File: config.mk
export PLATFORM = sky130hd
export DESIGN_NAME = wb_port_arbiter_flat
export DESIGN_NICKNAME = d
export VERILOG_FILES = /design/src/rtl/wb_port_arbiter_if.sv /design/src/rtl/wb_port_arbiter.sv /design/src/flat_wrapper.sv
export SDC_FILE = /design/constraint.sdc
export NUM_CORES = 1
export LEC_CHECK = 0
export ABC_AREA = 1
export CORE_AREA = 2 2 157 159
export DETAILED_ROUTE_END_ITERATION = 16
export DIE_AREA = 0 0 159 161
export HOLD_SLACK_MARGIN = 0.05
export SETUP_SLACK_MARGIN = 0.3
export SYNTH_ARGS = -nofsm -noshare
export SYNTH_HDL_FRONTEND = slang
export SYNTH_SLANG_ARGS = --single-unit
File: constraint.sdc
create_clock -name clk -period 2.3 [get_ports clk]
set_input_delay 0.69 -clock clk [delete_from_list [all_inputs] [get_ports clk]]
set_output_delay 0.69 -clock clk [all_outputs]
set_load 0.1 [all_outputs]
File: src/rtl/wb_port_arbiter_if.sv
// Writeback arbiter bus: two writeback requesters plus the GPR/CSR write ports.
// The arbiter takes the slave modport and the environment takes the master modport.
interface wb_port_arbiter_if #(
    parameter int XLEN   = 64,
    parameter int REG_AW = 5,
    parameter int CSR_AW = 12
);
    // req0: in-order MEM/WB path
    logic              wb0_valid_i;
    logic              wb0_ready_o;
    logic [XLEN-1:0]   wb0_data_i;
    logic [REG_AW-1:0] wb0_rd_idx_i;
    logic [CSR_AW-1:0] wb0_csr_addr_i;
    logic [XLEN-1:0]   wb0_csr_data_i;
    logic              wb0_csr_valid_i;
    // req1: long-latency unit
    logic              wb1_valid_i;
    logic              wb1_ready_o;
    logic [XLEN-1:0]   wb1_data_i;
    logic [REG_AW-1:0] wb1_rd_idx_i;
    // register file write ports
    logic              gpr_wen_o;
    logic [REG_AW-1:0] gpr_waddr_o;
    logic [XLEN-1:0]   gpr_wdata_o;
    logic              csr_wen_o;
    logic [CSR_AW-1:0] csr_waddr_o;
    logic [XLEN-1:0]   csr_wdata_o;
    logic [31:0]       stall_cnt_o;

    modport slave (
        input  wb0_valid_i, wb0_data_i, wb0_rd_idx_i, wb0_csr_addr_i, wb0_csr_data_i, wb0_csr_valid_i,
        input  wb1_valid_i, wb1_data_i, wb1_rd_idx_i,
        output wb0_ready_o, wb1_ready_o,
        output gpr_wen_o, gpr_waddr_o, gpr_wdata_o,
        output csr_wen_o, csr_waddr_o, csr_wdata_o,
        output stall_cnt_o
    );

    modport master (
        output wb0_valid_i, wb0_data_i, wb0_rd_idx_i, wb0_csr_addr_i, wb0_csr_data_i, wb0_csr_valid_i,
        output wb1_valid_i, wb1_data_i, wb1_rd_idx_i,
        input  wb0_ready_o, wb1_ready_o,
        input  gpr_wen_o, gpr_waddr_o, gpr_wdata_o,
        input  csr_wen_o, csr_waddr_o, csr_wdata_o,
        input  stall_cnt_o
    );
endinterface

File: src/rtl/wb_port_arbiter.sv
// wb_port_arbiter: shares the GPR and CSR write ports between the MEM/WB path (wb0)
// and the long-latency unit (wb1). wb0 has fixed priority; wb1 wins once it has lost
// STARVE_MAX consecutive contended cycles. Write ports are registered (latency 1).
// Optional macro WB_PERF_EN adds a 32-bit wb1 stall-cycle counter on stall_cnt_o.
module wb_port_arbiter #(
    parameter int XLEN       = 64,
    parameter int REG_AW     = 5,
    parameter int CSR_AW     = 12,
    parameter int STARVE_MAX = 4
) (
    input  logic                 clk,
    input  logic                 rst,
    wb_port_arbiter_if.slave     wb
);

    localparam logic [3:0] STARVE_LIM = 4'(STARVE_MAX);

    typedef struct packed {
        logic              gpr_wen;
        logic [REG_AW-1:0] gpr_waddr;
        logic [XLEN-1:0]   gpr_wdata;
        logic              csr_wen;
        logic [CSR_AW-1:0] csr_waddr;
        logic [XLEN-1:0]   csr_wdata;
    } wr_port_t;

    logic [3:0] starve_cnt;
    logic       grant0;
    logic       grant1;
    wr_port_t   wr_q;
    wr_port_t   wr_nxt;

    // Grant decision: wb0 first, wb1 when alone or once starvation saturates; none during reset.
    always_comb begin
        grant0 = 1'b0;
        grant1 = 1'b0;
        if (!rst) begin
            if (wb.wb0_valid_i && !(wb.wb1_valid_i && starve_cnt == STARVE_LIM))
                grant0 = 1'b1;
            else if (wb.wb1_valid_i)
                grant1 = 1'b1;
        end
    end

    assign wb.wb0_ready_o = grant0;
    assign wb.wb1_ready_o = grant1;

    // Next write-port contents; all-zero when nothing is granted. x0 writes are accepted but not enabled.
    always_comb begin
        wr_nxt = '0;
        if (grant0) begin
            wr_nxt.gpr_wen   = (wb.wb0_rd_idx_i != '0);
            wr_nxt.gpr_waddr = wb.wb0_rd_idx_i;
            wr_nxt.gpr_wdata = wb.wb0_data_i;
            if (wb.wb0_csr_valid_i) begin
                wr_nxt.csr_wen   = 1'b1;
                wr_nxt.csr_waddr = wb.wb0_csr_addr_i;
                wr_nxt.csr_wdata = wb.wb0_csr_data_i;
            end
        end else if (grant1) begin
            wr_nxt.gpr_wen   = (wb.wb1_rd_idx_i != '0);
            wr_nxt.gpr_waddr = wb.wb1_rd_idx_i;
            wr_nxt.gpr_wdata = wb.wb1_data_i;
        end
    end

    // Registered write ports; reset drops any coinciding grant.
    always_ff @(posedge clk) begin
        if (rst) wr_q <= '0;
        else     wr_q <= wr_nxt;
    end

    // Consecutive-loss counter for wb1; clears on a wb1 win or when wb1 stops asking.
    always_ff @(posedge clk) begin
        if (rst)
            starve_cnt <= '0;
        else if (!wb.wb1_valid_i || grant1)
            starve_cnt <= '0;
        else if (starve_cnt != STARVE_LIM)
            starve_cnt <= starve_cnt + 4'd1;
    end

    assign wb.gpr_wen_o   = wr_q.gpr_wen;
    assign wb.gpr_waddr_o = wr_q.gpr_waddr;
    assign wb.gpr_wdata_o = wr_q.gpr_wdata;
    assign wb.csr_wen_o   = wr_q.csr_wen;
    assign wb.csr_waddr_o = wr_q.csr_waddr;
    assign wb.csr_wdata_o = wr_q.csr_wdata;

`ifdef WB_PERF_EN
    logic [31:0] stall_cnt;

    // Free-running wb1 stall counter, wraps at 2^32.
    always_ff @(posedge clk) begin
        if (rst)
            stall_cnt <= '0;
        else if (wb.wb1_valid_i && !grant1)
            stall_cnt <= stall_cnt + 32'd1;
    end

    assign wb.stall_cnt_o = stall_cnt;
`else
    assign wb.stall_cnt_o = '0;
`endif

endmodule

File: src/flat_wrapper.sv
// flat-port wrapper written by rule: the top's interface ports become plain ports
module wb_port_arbiter_flat 
#(
    parameter int XLEN       = 64,
    parameter int REG_AW     = 5,
    parameter int CSR_AW     = 12,
    parameter int STARVE_MAX = 4
)
  (clk, rst, wb_wb0_valid_i, wb_wb0_data_i, wb_wb0_rd_idx_i, wb_wb0_csr_addr_i, wb_wb0_csr_data_i, wb_wb0_csr_valid_i, wb_wb1_valid_i, wb_wb1_data_i, wb_wb1_rd_idx_i, wb_wb0_ready_o, wb_wb1_ready_o, wb_gpr_wen_o, wb_gpr_waddr_o, wb_gpr_wdata_o, wb_csr_wen_o, wb_csr_waddr_o, wb_csr_wdata_o, wb_stall_cnt_o);
  wb_port_arbiter_if #(.XLEN(XLEN), .REG_AW(REG_AW), .CSR_AW(CSR_AW)) wb_i ();
  input  logic clk;
  input  logic rst;
  input wire logic [$bits(wb_i.wb0_valid_i)-1:0] wb_wb0_valid_i;
  input wire logic [$bits(wb_i.wb0_data_i)-1:0] wb_wb0_data_i;
  input wire logic [$bits(wb_i.wb0_rd_idx_i)-1:0] wb_wb0_rd_idx_i;
  input wire logic [$bits(wb_i.wb0_csr_addr_i)-1:0] wb_wb0_csr_addr_i;
  input wire logic [$bits(wb_i.wb0_csr_data_i)-1:0] wb_wb0_csr_data_i;
  input wire logic [$bits(wb_i.wb0_csr_valid_i)-1:0] wb_wb0_csr_valid_i;
  input wire logic [$bits(wb_i.wb1_valid_i)-1:0] wb_wb1_valid_i;
  input wire logic [$bits(wb_i.wb1_data_i)-1:0] wb_wb1_data_i;
  input wire logic [$bits(wb_i.wb1_rd_idx_i)-1:0] wb_wb1_rd_idx_i;
  output wire logic [$bits(wb_i.wb0_ready_o)-1:0] wb_wb0_ready_o;
  output wire logic [$bits(wb_i.wb1_ready_o)-1:0] wb_wb1_ready_o;
  output wire logic [$bits(wb_i.gpr_wen_o)-1:0] wb_gpr_wen_o;
  output wire logic [$bits(wb_i.gpr_waddr_o)-1:0] wb_gpr_waddr_o;
  output wire logic [$bits(wb_i.gpr_wdata_o)-1:0] wb_gpr_wdata_o;
  output wire logic [$bits(wb_i.csr_wen_o)-1:0] wb_csr_wen_o;
  output wire logic [$bits(wb_i.csr_waddr_o)-1:0] wb_csr_waddr_o;
  output wire logic [$bits(wb_i.csr_wdata_o)-1:0] wb_csr_wdata_o;
  output wire logic [$bits(wb_i.stall_cnt_o)-1:0] wb_stall_cnt_o;
  assign wb_i.wb0_valid_i = wb_wb0_valid_i;
  assign wb_i.wb0_data_i = wb_wb0_data_i;
  assign wb_i.wb0_rd_idx_i = wb_wb0_rd_idx_i;
  assign wb_i.wb0_csr_addr_i = wb_wb0_csr_addr_i;
  assign wb_i.wb0_csr_data_i = wb_wb0_csr_data_i;
  assign wb_i.wb0_csr_valid_i = wb_wb0_csr_valid_i;
  assign wb_i.wb1_valid_i = wb_wb1_valid_i;
  assign wb_i.wb1_data_i = wb_wb1_data_i;
  assign wb_i.wb1_rd_idx_i = wb_wb1_rd_idx_i;
  assign wb_wb0_ready_o = wb_i.wb0_ready_o;
  assign wb_wb1_ready_o = wb_i.wb1_ready_o;
  assign wb_gpr_wen_o = wb_i.gpr_wen_o;
  assign wb_gpr_waddr_o = wb_i.gpr_waddr_o;
  assign wb_gpr_wdata_o = wb_i.gpr_wdata_o;
  assign wb_csr_wen_o = wb_i.csr_wen_o;
  assign wb_csr_waddr_o = wb_i.csr_waddr_o;
  assign wb_csr_wdata_o = wb_i.csr_wdata_o;
  assign wb_stall_cnt_o = wb_i.stall_cnt_o;
  wb_port_arbiter #(.XLEN(XLEN), .REG_AW(REG_AW), .CSR_AW(CSR_AW), .STARVE_MAX(STARVE_MAX)) u_core (.clk(clk), .rst(rst), .wb(wb_i));
endmodule
Word level (Yosys, flattened, before mapping):

Cells that the tools add are included.

* register bits: 151
* output and inout bits: 181
* word-level logic and storage cells: 30

* $add $sub $neg: 1
* equal/unequal tests: 2
* mux-type cells: 8
* bitwise operators: 2
* reductions and logical operators: 10

Operators with widths (number)
* 70-bit two-way mux: 2
* 77-bit two-way mux: 1
* 5-bit nonzero test: 2
* 1-bit two-way mux: 5
* 4-bit by 1-bit adder with 4-bit output (second input constant): 1
* 4-bit by 3-bit equality test with 1-bit output (second input constant): 1
* 4-bit by 3-bit inequality test with 1-bit output (second input constant): 1
* 2-bit OR reduction: 2
* 3-bit OR reduction: 1
* 1-bit logical AND: 2
* 1-bit zero test: 2
* 1-bit NOT: 2
* 1-bit logical OR: 1

Depth between registers and ports, before layout:

Gate-level depths: netlist of run 1.

* depth after elaboration: 8
* gate-level depth with buffers: 7

Least setup slack after synthesis of run 1:

OpenSTA, ideal clock, no wires.

* kind: input to output
* start: in wb_wb0_valid_i
* end: out wb_wb0_ready_o
* arrival: 2.400 ns
* required time: 1.610 ns
* setup slack: -0.790 ns
* stages: 4
* buffers on the path: 2
* cell sequence: buf_2 > nand2_2 > buf_2 > nor2_1

* cells in the longest elaborated chain, start to end: 3

RTL lines
* start, declared: line flat_wrapper.sv:13 `input wire logic [$bits(wb_i.wb0_valid_i)-1:0] wb_wb0_valid_i;`
* 1-bit logical AND: line wb_port_arbiter.sv:38 `if (wb.wb0_valid_i && !(wb.wb1_valid_i && starve_cnt == STARVE_LIM))`
* 1-bit two-way mux: line wb_port_arbiter.sv:38
* 1-bit two-way mux: line wb_port_arbiter.sv:37 `if (!rst) begin`
* end, declared: line flat_wrapper.sv:22 `output wire logic [$bits(wb_i.wb0_ready_o)-1:0] wb_wb0_ready_o;`

No other way between the ends.

Final worst setup path of run 1:

* start: reg u_core.starve_cnt[0]
* end: out wb_wb0_ready_o

* cells in the longest elaborated chain, start to end: 6

RTL lines
* start, declared: line wb_port_arbiter.sv:27 `logic [3:0] starve_cnt;`
* start signal, assigned: line wb_port_arbiter.sv:80 `starve_cnt <= starve_cnt + 4'd1;`
* 4-bit by 3-bit equality test with 1-bit output: line wb_port_arbiter.sv:38
* 1-bit logical AND: line wb_port_arbiter.sv:38
* 1-bit zero test: line wb_port_arbiter.sv:38
* 1-bit logical AND: line wb_port_arbiter.sv:38
* 1-bit two-way mux: line wb_port_arbiter.sv:38
* 1-bit two-way mux: line wb_port_arbiter.sv:37

No other way between the ends.

==> flow_metrics.tcl, run 1 <==
set metrics [dict create \
    ant_nets 0 \
    status "complete, no violations" \
    worst_ep_arrival_time_ns 1.54 \
    clk_pin_slew_ns 0.07 \
    grt_antenna_before_repair 0 \
    hpwl_um 14700 \
    setup_viol 0 \
    drt_pass1_iterations 4 \
    cpPeakStageDelay_ns 0.34 \
    worstPathMaxFanout 3 \
    start_kind "register" \
    synth.cell_area_sq_um 5300 \
    via_per_inst 4.06 \
    max_clock_freq_ghz 0.448 \
    crit_top_cell "buf_12" \
    num_antenna_cells 0 \
    synthSimpleGateAreaFrac 0.277 \
    path_cells "inv_2 > ha_4 > nand4_4 > nand2_4 > buf_12 > nor2_4 > buf_12" \
    post-synth-top-count-cell "dfxtp_1" \
    synth-edff-count 0 \
    synthMuxAreaShare 0 \
    cts-root-buf "clkbuf_16" \
    wl_per_cell_um 14.9 \
    peakVddDrop_mv 0.357 \
    drive_gt1_frac 0.215 \
    cp.required_ns 1.61 \
    yosysWarnings 0 \
    synth-adder-area-share 0.00472 \
    grt_pass1_vias 5176 \
    skew_ns 0.0117 \
    portBuffers 367 \
    synth-compound-area-share 0.00378 \
    grt_overflow 0 \
    ys_async_sr_fraction 0 \
    hold_viol 0 \
    initialDrtViolationCount 210 \
    gr-usage-all-layers 0.150 \
    htreeDepth 4 \
    core_area_sq_um 24000 \
    fp-row-count 57 \
    maxCapViolCount 0 \
    p_leak_nw 4.66 \
    grt_start_max_net_pins 78 \
    syn_area_per_cell_sq_um 8.45 \
    cts_max_path_buffers 2 \
    place_congestion 0.800 \
    rsz0062_at_grt "yes" \
    synth.distinct_cells 21 \
    start_util 0.221 \
    area_growth_pct 81.7 \
    synth_xor_area_frac 0.00165 \
    final_util 0.402 \
    synth_top_family_by_area "simple AND/OR/NAND/NOR gates" \
    power.density_nw_per_um2 781 \
    die_h_um 161 \
    synth_area_leaders "dfxtp_1 (57%), nand4_1 (8.5%), nand3_1 (6.9%)" \
    regArea_sq_um 3030 \
    numCtsBuffers 17 \
    fin_nets 1209 \
    ys_seq_area_frac 0.571 \
    slew_viol_final 0 \
    ios 400 \
    hold_class "register to register" \
    vias 5378 \
    cp_slowest_cell "dfxtp_2" \
    holdBufCountCts 0 \
    finalWirelength_um 19700 \
    stdcell_count 1325 \
    die_w_um 159 \
    drc 0 \
    grt_pass1_wl_um 29400 \
    multi_input_area_sq_um 1700 \
    synth_seq_cells 151 \
    fin_crit_sh 0.971 \
    nFillCells 2450 \
    clkLatencyLatePin_ns 0.41 \
    synth_top_area_frac 0.571 \
    end_kind "primary output" \
    cts_num_sinks 151 \
    netlist_top_cells_count "dfxtp_1 (151), nor2_1 (85), inv_1 (81)" \
    cts_tree "yes" \
    dp.cells 1288 \
    critPathKind "register to primary output" \
    synthFlopType "dfxtp_1" \
    min_period_ns 2.23 \
    dieArea_sq_um 25600 \
    synth_largest_area_cell "dfxtp_1" \
    synthCells 627 \
]
[cell type report]
class / instances / area share
tap: 324 / 0.0421
clock buffer: 18 / 0.0446
timing repair buffer: 388 / 0.374
clock inverter: 14 / 0.0165
multi-input combinational: 348 / 0.176
sequential: 151 / 0.314
inverter: 82 / 0.0320
[what timing repair did]
action	4_1_cts	5_1_grt
setup buffers	4	1
pin swaps	5	3
resized for setup	10	0
setup endpoints to repair	2	2
[registers in the layout, indices dropped and copies added (netlist names)]
signal and count:
u_core.wb.gpr_wdata_o 64, u_core.wb.csr_wdata_o 64, u_core.wb.gpr_waddr_o 5, u_core.starve_cnt 4, u_core.wb.csr_wen_o 1, u_core.wb.gpr_wen_o 1
u_core.wb.csr_waddr_o 12
[layer usage]
layer | vias up | routed length (um) | GRT usage | share of wire
met2 | 283 | 9670 | 0.258 | 0.49
met1 | 2407 | 7680 | 0.165 | 0.39
li1 | 2662 | - | - | -
met4 | 0 | 410 | 0.0554 | 0.021
met5 | - | 0 | 0 | 0
met3 | 26 | 1970 | 0.0616 | 0.10
[worst max-delay path, delay by kind of cell (launching register included)]
family,cells,cell delay (ns)
buf+inv,3,0.36
simple gates,3,0.27
flops,1,0.34
fa+ha+maj,1,0.16
[layout by cell type, fill, tap and decap left out, types with 2 or more instances in the layout]
master,netlist,routed
nand4_4,1,2
nand2_1,74,73
inv_2,1,3
clkinvlp_4,0,2
nor2_4,0,3
buf_12,0,12
nor2_1,85,82
nand3b_1,2,2
nand2_4,0,2
clkbuf_16,0,17
conb_1,1,32
inv_1,81,79
dfxtp_1,151,149
inv_6,0,3
clkinv_4,0,3
a21oi_1,3,3
buf_4,33,158
dfxtp_2,0,2
nand3_1,73,73
nand4_1,72,72
clkdlybuf4s50_1,0,215
inv_8,0,4
[path summary, 6_finish.rpt]
kind | from | end | slack [ns] | depth (start not counted)
worst max-delay path | u_core.starve_cnt[0] | wb_wb0_ready_o | 0.07 | 7
worst min register to register | u_core.starve_cnt[0] | u_core.starve_cnt[0] | 0.53 | 3
worst min-delay path | u_core.starve_cnt[0] | u_core.starve_cnt[0] | 0.53 | 3
worst max register to register | u_core.starve_cnt[1] | u_core.wb.csr_wdata_o[58] | 0.59 | 8
[cells by family after synthesis]
group                    after synthesis
AND/OR/NAND/NOR                      309
buffers and inverters                159
flip-flops                           151
other                                  1
AO/OA/AOI/OAI                          4
adder cells (fa/ha/maj)                2
XOR/XNOR                               1
[through the flow]
| stage | power (mW) | worst slack, ns | hold slack, ns | setup TNS [ns] | cell area [sq um] |
|---|---|---|---|---|---|
| 2_1_floorplan | 4.11 | 0.0729 | 0.492 | 0 | 5450 |
| 3_3_place_gp | 4.74 | -0.214 | 0.514 | -0.378 | 8980 |
| 3_5_place_dp | 4.75 | -0.235 | 0.511 | -0.661 | 8980 |
| 4_1_cts | 7.65 | 0.0243 | 0.527 | 0 | 9620 |
| 5_1_grt | 7.83 | -0.0278 | 0.588 | -0.0278 | 9630 |
| 6_report | 7.52 | 0.0657 | 0.530 | 0 | 9630 |
[power by group]
group	switching (mW)	internal (mW)	leakage (nW)
clock network	1.29	1.55	0.282
logic	1.35	0.569	3.14
registers	0.0325	2.73	1.24
(Power assumes the default switching activity.)
==> run 2: changes to the inputs <==
Settings changed: CORE_AREA 2 2 157 159 to 2 2 156 158, DIE_AREA 0 0 159 161 to 0 0 158 160, DONT_BUFFER_PORTS set to 1, RECOVER_POWER set to 50.
==> run 2 against run 1 <==
Against the previous run: combinational power down 22%; core utilization down 9.4 points; final cell count is 17% lower; register-to-register slack got worse by 0.12 ns; sequential power about the same; critical endpoint is now wb_wb1_ready_o; largest cell class is now registers.
==> flow_metrics.tcl, run 2 (synthesis gave the netlist of run 1 again) <==
set metrics [dict create \
    status "complete, no violations" \
    place_congestion 0.754 \
    r2r_slack_ns 0.47 \
    tns_ns 0 \
    ios 400 \
    setup_viol 0 \
    max_clock_freq_ghz 0.452 \
    portBuffers 0 \
    num_antenna_cells 0 \
    clkLatencyLatePin_ns 0.42 \
    hold_ws_ns 0.378 \
    fin_ws_ns 0.0900 \
    hold_viol 0 \
    holdBufCountCts 0 \
    htreeDepth 4 \
    preCtsSetupSlack_ns 0.304 \
    nFillCells 2491 \
    clk_pin_slew_ns 0.07 \
    drc 0 \
    drive_gt1_frac 0.268 \
    start_util 0.222 \
    cts_max_path_buffers 2 \
    core_area_sq_um 23800 \
    grt_busiest_layer "met2" \
    initialDrtViolationCount 250 \
    numCtsBuffers 17 \
    slew_viol_final 0 \
    drt_pass1_iterations 5 \
    gr-usage-met3 0.0464 \
    cp.required_ns 1.61 \
    die_h_um 160 \
    grt_antenna_before_repair 0 \
    grt_overflow 0 \
    finalWirelength_um 17700 \
    start_kind "register" \
    hold_class "input pin to register" \
    maxCapViolCount 0 \
    fin_area_sq_um 7330 \
    end_kind "primary output" \
    critPathKind "register to primary output" \
    grt_start_max_net_pins 78 \
    final_cell_mix "buf_4 (158), dfxtp_1 (150), nor2_1 (82)" \
    p_leak_nw 3.76 \
    gr-usage-met1 0.138 \
    worst_ep_arrival_time_ns 1.52 \
    vias 4596 \
    wl_per_cell_um 16.1 \
    dieArea_sq_um 25300 \
    final_common_cell "buf_4" \
    fin_crit_sh 0.961 \
    cts_num_sinks 151 \
    die_w_um 158 \
    met2_usage 0.252 \
    fin_nets 986 \
    grt_pass1_vias 4391 \
    worstPathMaxFanout 6 \
    fp-row-count 57 \
    cts-root-buf "clkbuf_16" \
    area_growth_pct 38.4 \
    hpwl_um 13100 \
    rsz0062_at_grt "yes" \
    ant_nets 0 \
    peakVddDrop_mv 0.363 \
    gr-usage-all-layers 0.134 \
    dpl_cell_area_sq_um 6670 \
    cts_tree "yes" \
    min_period_ns 2.21 \
    skew_ns 0.0131 \
    power.density_nw_per_um2 963 \
    via_per_inst 4.17 \
    grt_pass1_wl_um 25100 \
]
==> run 2: worst max-delay path, cell delays in order, from the launching register on <==
cell and delay, ns:
dfxtp_1 0.50, nand4_4 0.16, nand2_4 0.12, nand2_4 0.06
nor2_4 0.10, buf_12 0.18
==> run 2: repair_timing <==
action	CTS	global route
buffers inserted	5	3
pin swaps	4	4
endpoints found under the setup margin	2	2
gates resized for setup	7	0
==> run 2: per-layer routing <==
layer | routed length, um | vias to the layer above | part of all wire
met2 | 9310 | 285 | 0.53
met5 | 0 | - | 0
li1 | - | 2211 | -
met3 | 1730 | 12 | 0.098
met1 | 6490 | 2088 | 0.37
met4 | 192 | 0 | 0.011
==> run 2: per-stage QoR <==
stage,power (mW),util,std cells
after floorplan,4.11,-,658
after global placement,4.32,0.280,1062
after detailed placement,4.32,0.280,1062
after CTS,7.18,0.307,1098
final,7.06,0.308,1101
after global routing,7.35,0.308,1101
==> run 2: report_power, final <==
group | internal (mW) | switching, mW
Clock | 1.54 | 1.26
Combinational | 0.234 | 1.27
Sequential | 2.73 | 0.0327
Total | 4.50 | 2.56
==> run 2: worst paths after layout <==
kind | startpoint | endpoint | cells past startpoint
worst max-delay path | u_core.starve_cnt[2] | wb_wb1_ready_o | 5
worst min-delay path | wb_wb0_csr_data_i[3] | u_core.wb.csr_wdata_o[3] | 2
worst max register to register | u_core.starve_cnt[2] | u_core.wb.csr_wdata_o[54] | 7
worst min register to register | u_core.starve_cnt[0] | u_core.starve_cnt[0] | 3
==> run 2: area by class of cell <==
class                      instances  area, sq um  share of cell area
timing repair buffer             165         1310               0.179
sequential                       151         3020               0.412
inverter                          82          308              0.0420
multi-input combinational        348         1700               0.232
clock buffer                      17          425              0.0580
tap                              324          405              0.0553
clock inverter                    14          160              0.0218
